[config.mk]
export PLATFORM = sky130hd
export DESIGN_NAME = pipe_stage_skid
export DESIGN_NICKNAME = d
export VERILOG_FILES = /design/src/rtl/pipe_stage_skid.sv
export SDC_FILE = /design/constraint.sdc
export NUM_CORES = 1
export LEC_CHECK = 0
export CORE_MARGIN = 3
export CORE_UTILIZATION = 51
export DETAILED_ROUTE_END_ITERATION = 16
export HOLD_SLACK_MARGIN = 0.1
export PLACE_DENSITY = 0.83
export REMOVE_ABC_BUFFERS = 1
export SLEW_MARGIN = 10
export SYNTH_ARGS = -nofsm -noshare
export SYNTH_HDL_FRONTEND = slang
export SYNTH_SLANG_ARGS = --single-unit
[constraint.sdc]
create_clock -name clk -period 2.3 [get_ports clk]
set_clock_uncertainty 0.15 [all_clocks]
set_input_delay 0.23 -clock clk [delete_from_list [all_inputs] [get_ports clk]]
set_output_delay 0.23 -clock clk [all_outputs]
set_load 0.02 [all_outputs]
[src/rtl/pipe_stage_skid.sv]
// Two-entry pipeline stage (main + skid) with registered in_ready, flush,
// bubble insertion when empty, and a saturating count of bubble cycles.
module pipe_stage_skid #(
  parameter int                DATA_W    = 128,
  parameter int                PC_W      = 32,
  parameter logic [PC_W-1:0]   PC_RST    = 'h0000_3000,
  parameter logic [31:0]       NOP_INSTR = 32'h0000_0000
) (
  input  logic              clk,
  input  logic              reset,
  input  logic              in_valid,
  output logic              in_ready,
  input  logic [31:0]       in_instr,
  input  logic [PC_W-1:0]   in_pc,
  input  logic [DATA_W-1:0] in_data,
  input  logic              flush,
  output logic              out_valid,
  input  logic              out_ready,
  output logic [31:0]       out_instr,
  output logic [PC_W-1:0]   out_pc,
  output logic [DATA_W-1:0] out_data,
  output logic [4:0]        out_rs,
  output logic [4:0]        out_rt,
  output logic [1:0]        occupancy,
  output logic [15:0]       bubble_cnt,
  output logic [1:0]        state_dbg
);

  typedef enum logic [1:0] {
    ST_EMPTY = 2'd0,
    ST_FULL  = 2'd1,
    ST_SKID  = 2'd2
  } state_e;

  state_e              state_q, state_d;
  logic [31:0]         main_instr_q, main_instr_d, skid_instr_q, skid_instr_d;
  logic [PC_W-1:0]     main_pc_q, main_pc_d, skid_pc_q, skid_pc_d;
  logic [DATA_W-1:0]   main_data_q, main_data_d, skid_data_q, skid_data_d;
  logic                ready_q, ready_d;
  logic [15:0]         bubble_q;
  logic                head_valid, accept, consume;

  // Handshake: a beat moves on an edge where valid and ready are both 1 and
  // flush is 0; ready never depends combinationally on the same-side valid
  // or on out_ready.
  assign head_valid = (state_q != ST_EMPTY);
  assign in_ready   = ready_q & reset;
  assign accept     = in_valid & in_ready & ~flush;
  assign consume    = head_valid & out_ready & ~flush;

  always_comb begin
    state_d      = state_q;
    main_instr_d = main_instr_q;
    main_pc_d    = main_pc_q;
    main_data_d  = main_data_q;
    skid_instr_d = skid_instr_q;
    skid_pc_d    = skid_pc_q;
    skid_data_d  = skid_data_q;
    case (state_q)
      ST_EMPTY: begin
        if (accept) begin
          main_instr_d = in_instr;
          main_pc_d    = in_pc;
          main_data_d  = in_data;
          state_d      = ST_FULL;
        end
      end
      ST_FULL: begin
        if (accept && consume) begin
          main_instr_d = in_instr;
          main_pc_d    = in_pc;
          main_data_d  = in_data;
        end else if (accept) begin
          skid_instr_d = in_instr;
          skid_pc_d    = in_pc;
          skid_data_d  = in_data;
          state_d      = ST_SKID;
        end else if (consume) begin
          state_d = ST_EMPTY;
        end
      end
      ST_SKID: begin
        if (consume) begin
          main_instr_d = skid_instr_q;
          main_pc_d    = skid_pc_q;
          main_data_d  = skid_data_q;
          skid_instr_d = '0;
          skid_pc_d    = '0;
          skid_data_d  = '0;
          state_d      = ST_FULL;
        end
      end
      default: state_d = ST_EMPTY;
    endcase
    // Flush wins over everything, including a beat arriving in the same cycle.
    if (flush) begin
      state_d      = ST_EMPTY;
      main_instr_d = '0;
      main_pc_d    = '0;
      main_data_d  = '0;
      skid_instr_d = '0;
      skid_pc_d    = '0;
      skid_data_d  = '0;
    end
  end

  assign ready_d = (state_d != ST_SKID);

  always_ff @(posedge clk or negedge reset) begin
    if (!reset) begin
      state_q      <= ST_EMPTY;
      main_instr_q <= '0;
      main_pc_q    <= '0;
      main_data_q  <= '0;
      skid_instr_q <= '0;
      skid_pc_q    <= '0;
      skid_data_q  <= '0;
      ready_q      <= 1'b1;
      bubble_q     <= '0;
    end else begin
      state_q      <= state_d;
      main_instr_q <= main_instr_d;
      main_pc_q    <= main_pc_d;
      main_data_q  <= main_data_d;
      skid_instr_q <= skid_instr_d;
      skid_pc_q    <= skid_pc_d;
      skid_data_q  <= skid_data_d;
      ready_q      <= ready_d;
      if (!head_valid && (bubble_q != 16'hFFFF)) begin
        bubble_q <= bubble_q + 16'd1;
      end
    end
  end

  // An empty stage presents a NOP bubble rather than stale register contents.
  assign out_valid  = head_valid;
  assign out_instr  = head_valid ? main_instr_q : NOP_INSTR;
  assign out_pc     = head_valid ? main_pc_q    : PC_RST;
  assign out_data   = head_valid ? main_data_q  : '0;
  assign out_rs     = out_instr[25:21];
  assign out_rt     = out_instr[20:16];
  assign occupancy  = state_q;
  assign bubble_cnt = bubble_q;
  assign state_dbg  = state_q;

endmodule
==> flow_summary.ini <==
[status]
status = finished, violations left
violations = negative setup slack

[place]
hpwl_um = 34120
placed_area_um2 = 23760
dp_slack_ps = -45.34
port_buffers = 420
place.gp.congestion = 0.8344

[drt]
routedWlPerCell_um = 21.07
drc = 0
via_per_inst = 5.825
finalWirelength_um = 56940
postRouteAntennaNets = 0
drt_pass1_iterations = 5
via_count = 15740
drt_iter0_drc = 1275

[cells_and_area]
layout-area-overhead-vs-synth_pct = 36.35
fill_cells = 2412
final_area_um2 = 25610
diodes = 0
mostFrequentLayoutCell = dfrtp_1
nets = 2407
most-common-layout-cells = dfrtp_1 (402), nand2_1 (389), clkdlybuf4s50_1 (216), a22o_1 (192), mux2_2 (176)
drive_above_1_share_pct = 27.09

[clock_network]
cts.clk_slew.worst_paths_ps = 60
cts_max_level = 2
cts_sinks = 403
root_buffer = clkbuf_16
numCtsBuffers = 42
cts_tree = done
clockBufferDepth = 3
clock_latency_ps = 530

[min_path]
min_to = skid_data_q[18]$_DFFE_PN0P_
min_path_cells = 3
hold_class = input pin to flip-flop
min_from = in_data[18]

[pwr]
comb_power_share_pct = 18.6
seq_power_share_pct = 44.6
switching_share_pct = 26.77
p_leak_nw = 12.08
clkPwrFrac_pct = 36.8
p_per_area_nw_per_um2 = 722.7
ir_drop_mv = 0.6202
p_int_mw = 13.55
power.switching_mw = 4.954
power_mw = 18.51

[sta]
fin_hold_ws_ps = 121.2
fmax_mhz = 428.4
min_period_ps = 2334
slew_viol_final = 0
max_slew.worst_pin.slew_ps = 1024
setup_ws_ps = -34.22
rsz0062_at_grt = yes
finalHoldViolCount = 0
period_share_pct = 101.5
setup_viol_count_final = 21
relSlewSlack_pct = 31.72

[yosys]
syn_area_um2 = 18780
synth_seq_area_share_pct = 53.71
async_flop_share_pct = 100.0
synthCells = 1789
synth-xor-area-share_pct = 0.6063
synth_seq_cells = 403
muxShareOfSynthArea_pct = 11.71
synth-edff-count = 0
synth_compound_area_share_pct = 14.55
synth-simple-area-share_pct = 15.42
synthAdderAreaFrac_pct = 0.06663
yosysWarnings = 0
synth_top_family_by_area = simple AND/OR/NAND/NOR gates
synth.distinct_cells = 43
synth_ff_type = dfrtp_1
syn_area_per_cell_um2 = 10.50

[worst_setup_path]
critPathCaptureType = output port
cp_max_fo = 26
worstRegToRegCells = 8
start_kind = flip-flop
critical_path_class = flip-flop to output port
r2r_slack_ps = -10
r2r_end = main_pc_q[3]$_DFFE_PN0P_
crit_arrival_ps = 1950
cp.required_ps = 1920
r2r_start = occupancy[1]$_DFF_PN0_

[floorplanning]
die-area_um2 = 39160
dieWidth_um = 197.9
core_area_um2 = 35910
row_count = 69
die_height_um = 197.9
io_pins = 421
start_util_pct = 52.29

[global_route]
overflow = 0
grt_pass1_vias = 15390
grt_max_degree = 183
grt_pass1_wl_um = 82680
grt_usage_pct = 26.10
antenna_found_initial = 1

[run]
max_cap_viol_count = 0
==> worst max-delay path: stages (launching register included) <==
cell and delay (ps):
dfrtp_1 410, nor2_4 150, buf_12 130, clkinv_8 70, buf_16 170, and2_1 200, clkdlybuf4s15_2 260
==> flip-flops by register name, indices dropped and copies added, names as in the netlist <==
name / count
main_pc_q: 32
skid_pc_q: 32
bubble_cnt: 16
main_instr_q: 32
ready_q: 1
occupancy: 2
skid_instr_q: 32
main_data_q: 128
skid_data_q: 128
==> routing by layer <==
metal | share of wire, % | up-vias | global-route usage (%)
met5 | 0.026 | - | 0
met4 | 3.3 | 2 | 9.201
met3 | 7.8 | 142 | 4.577
met2 | 49 | 797 | 43.57
met1 | 40 | 7805 | 34.70
li1 | - | 6992 | -
==> synthesized netlist by cell type (2+ instances only) <==
library cell / number / area, um2
a21oi_1: 2 / 10.01
a22o_1: 192 / 1682
a31oi_1: 2 / 12.51
and2_1: 192 / 1201
and3_1: 4 / 25.02
buf_1: 5 / 18.77
buf_2: 38 / 190.2
buf_4: 21 / 157.7
clkbuf_1: 95 / 356.6
dfrtp_1: 402 / 10060
inv_1: 2 / 7.510
mux2_2: 192 / 2162
nand2_1: 389 / 1460
nand2b_1: 3 / 18.77
nand3_1: 7 / 35.03
nand4_1: 7 / 43.79
nor2_1: 4 / 15.01
nor2b_1: 2 / 12.51
nor3_1: 3 / 15.01
o21ai_0: 153 / 765.7
o21ai_1: 41 / 205.2
xnor2_1: 12 / 105.1
==> worst max path at each step <==
stage / start / endpoint / slack [ps]
floorplan: occupancy[1]$_DFF_PN0_ / main_data_q[0]$_DFFE_PN0P_ / -8500
global placement: in_valid / main_pc_q[1]$_DFFE_PN0P_ / -20
detailed placement: in_valid / main_data_q[9]$_DFFE_PN0P_ / -50
CTS: occupancy[0]$_DFF_PN0_ / out_data[86] / -80
global route: occupancy[1]$_DFF_PN0_ / out_instr[10] / -80
finish: occupancy[1]$_DFF_PN0_ / out_instr[10] / -30
==> area by class of cell <==
type                            instances  area [um2]  share of cell area (%)
Timing Repair inverter                  2       20.02                 0.07818
Inverter                                3       23.77                 0.09284
Clock inverter                          9       72.57                  0.2834
Clock buffer                           67        1309                   5.111
Tap cell                              461       576.8                   2.253
Sequential cell                       403       10090                   39.39
Multi-Input combinational cell       1223        8127                   31.74
Timing Repair Buffer                  534        5391                   21.06
==> per-stage QoR <==
stage                     util [%]  std cells  setup TNS [ps]
final                        71.30       2702          -294.3
after global routing         71.30       2702           -5974
after CTS                    69.66       2667          -872.1
after detailed placement     66.15       2579           -2020
after global placement       66.15       2579          -550.3
after floorplan                  -       1629        -2918740
==> power by group through the flow <==
| stage | combinational, mW | sequential (mW) | clock, mW |
|---|---|---|---|
| 4_1_cts | 3.13 | 8.24 | 6.90 |
| 5_1_grt | 3.69 | 8.33 | 7.18 |
| 6_report | 3.44 | 8.26 | 6.81 |
| 3_5_place_dp | 3.13 | 8.34 | 0 |
| 3_3_place_gp | 3.04 | 8.29 | 0 |
| 2_1_floorplan | 1.75 | 8.29 | 0 |
==> cells by family after synthesis <==
| logic type | after synthesis |
|---|---|
| AOI/OAI and AO/OA | 395 |
| xor gates and xnor gates | 13 |
| adders and majority gates | 1 |
| buffers and inverters | 163 |
| DFF | 403 |
| muxes | 195 |
| and+or+nand+nor | 619 |
==> timing repair <==
| action | in CTS | in global routing |
|---|---|---|
| hold buffers | 6 | 0 |
| endpoints found under the hold margin | 152 | 0 |
| buffers inserted | 4 | 11 |
| setup endpoints to repair | 203 | 476 |
| resized for setup | 576 | 321 |
| cloned | 2 | 26 |
| pin swaps | 1 | 14 |
(Power assumes the default switching activity.)
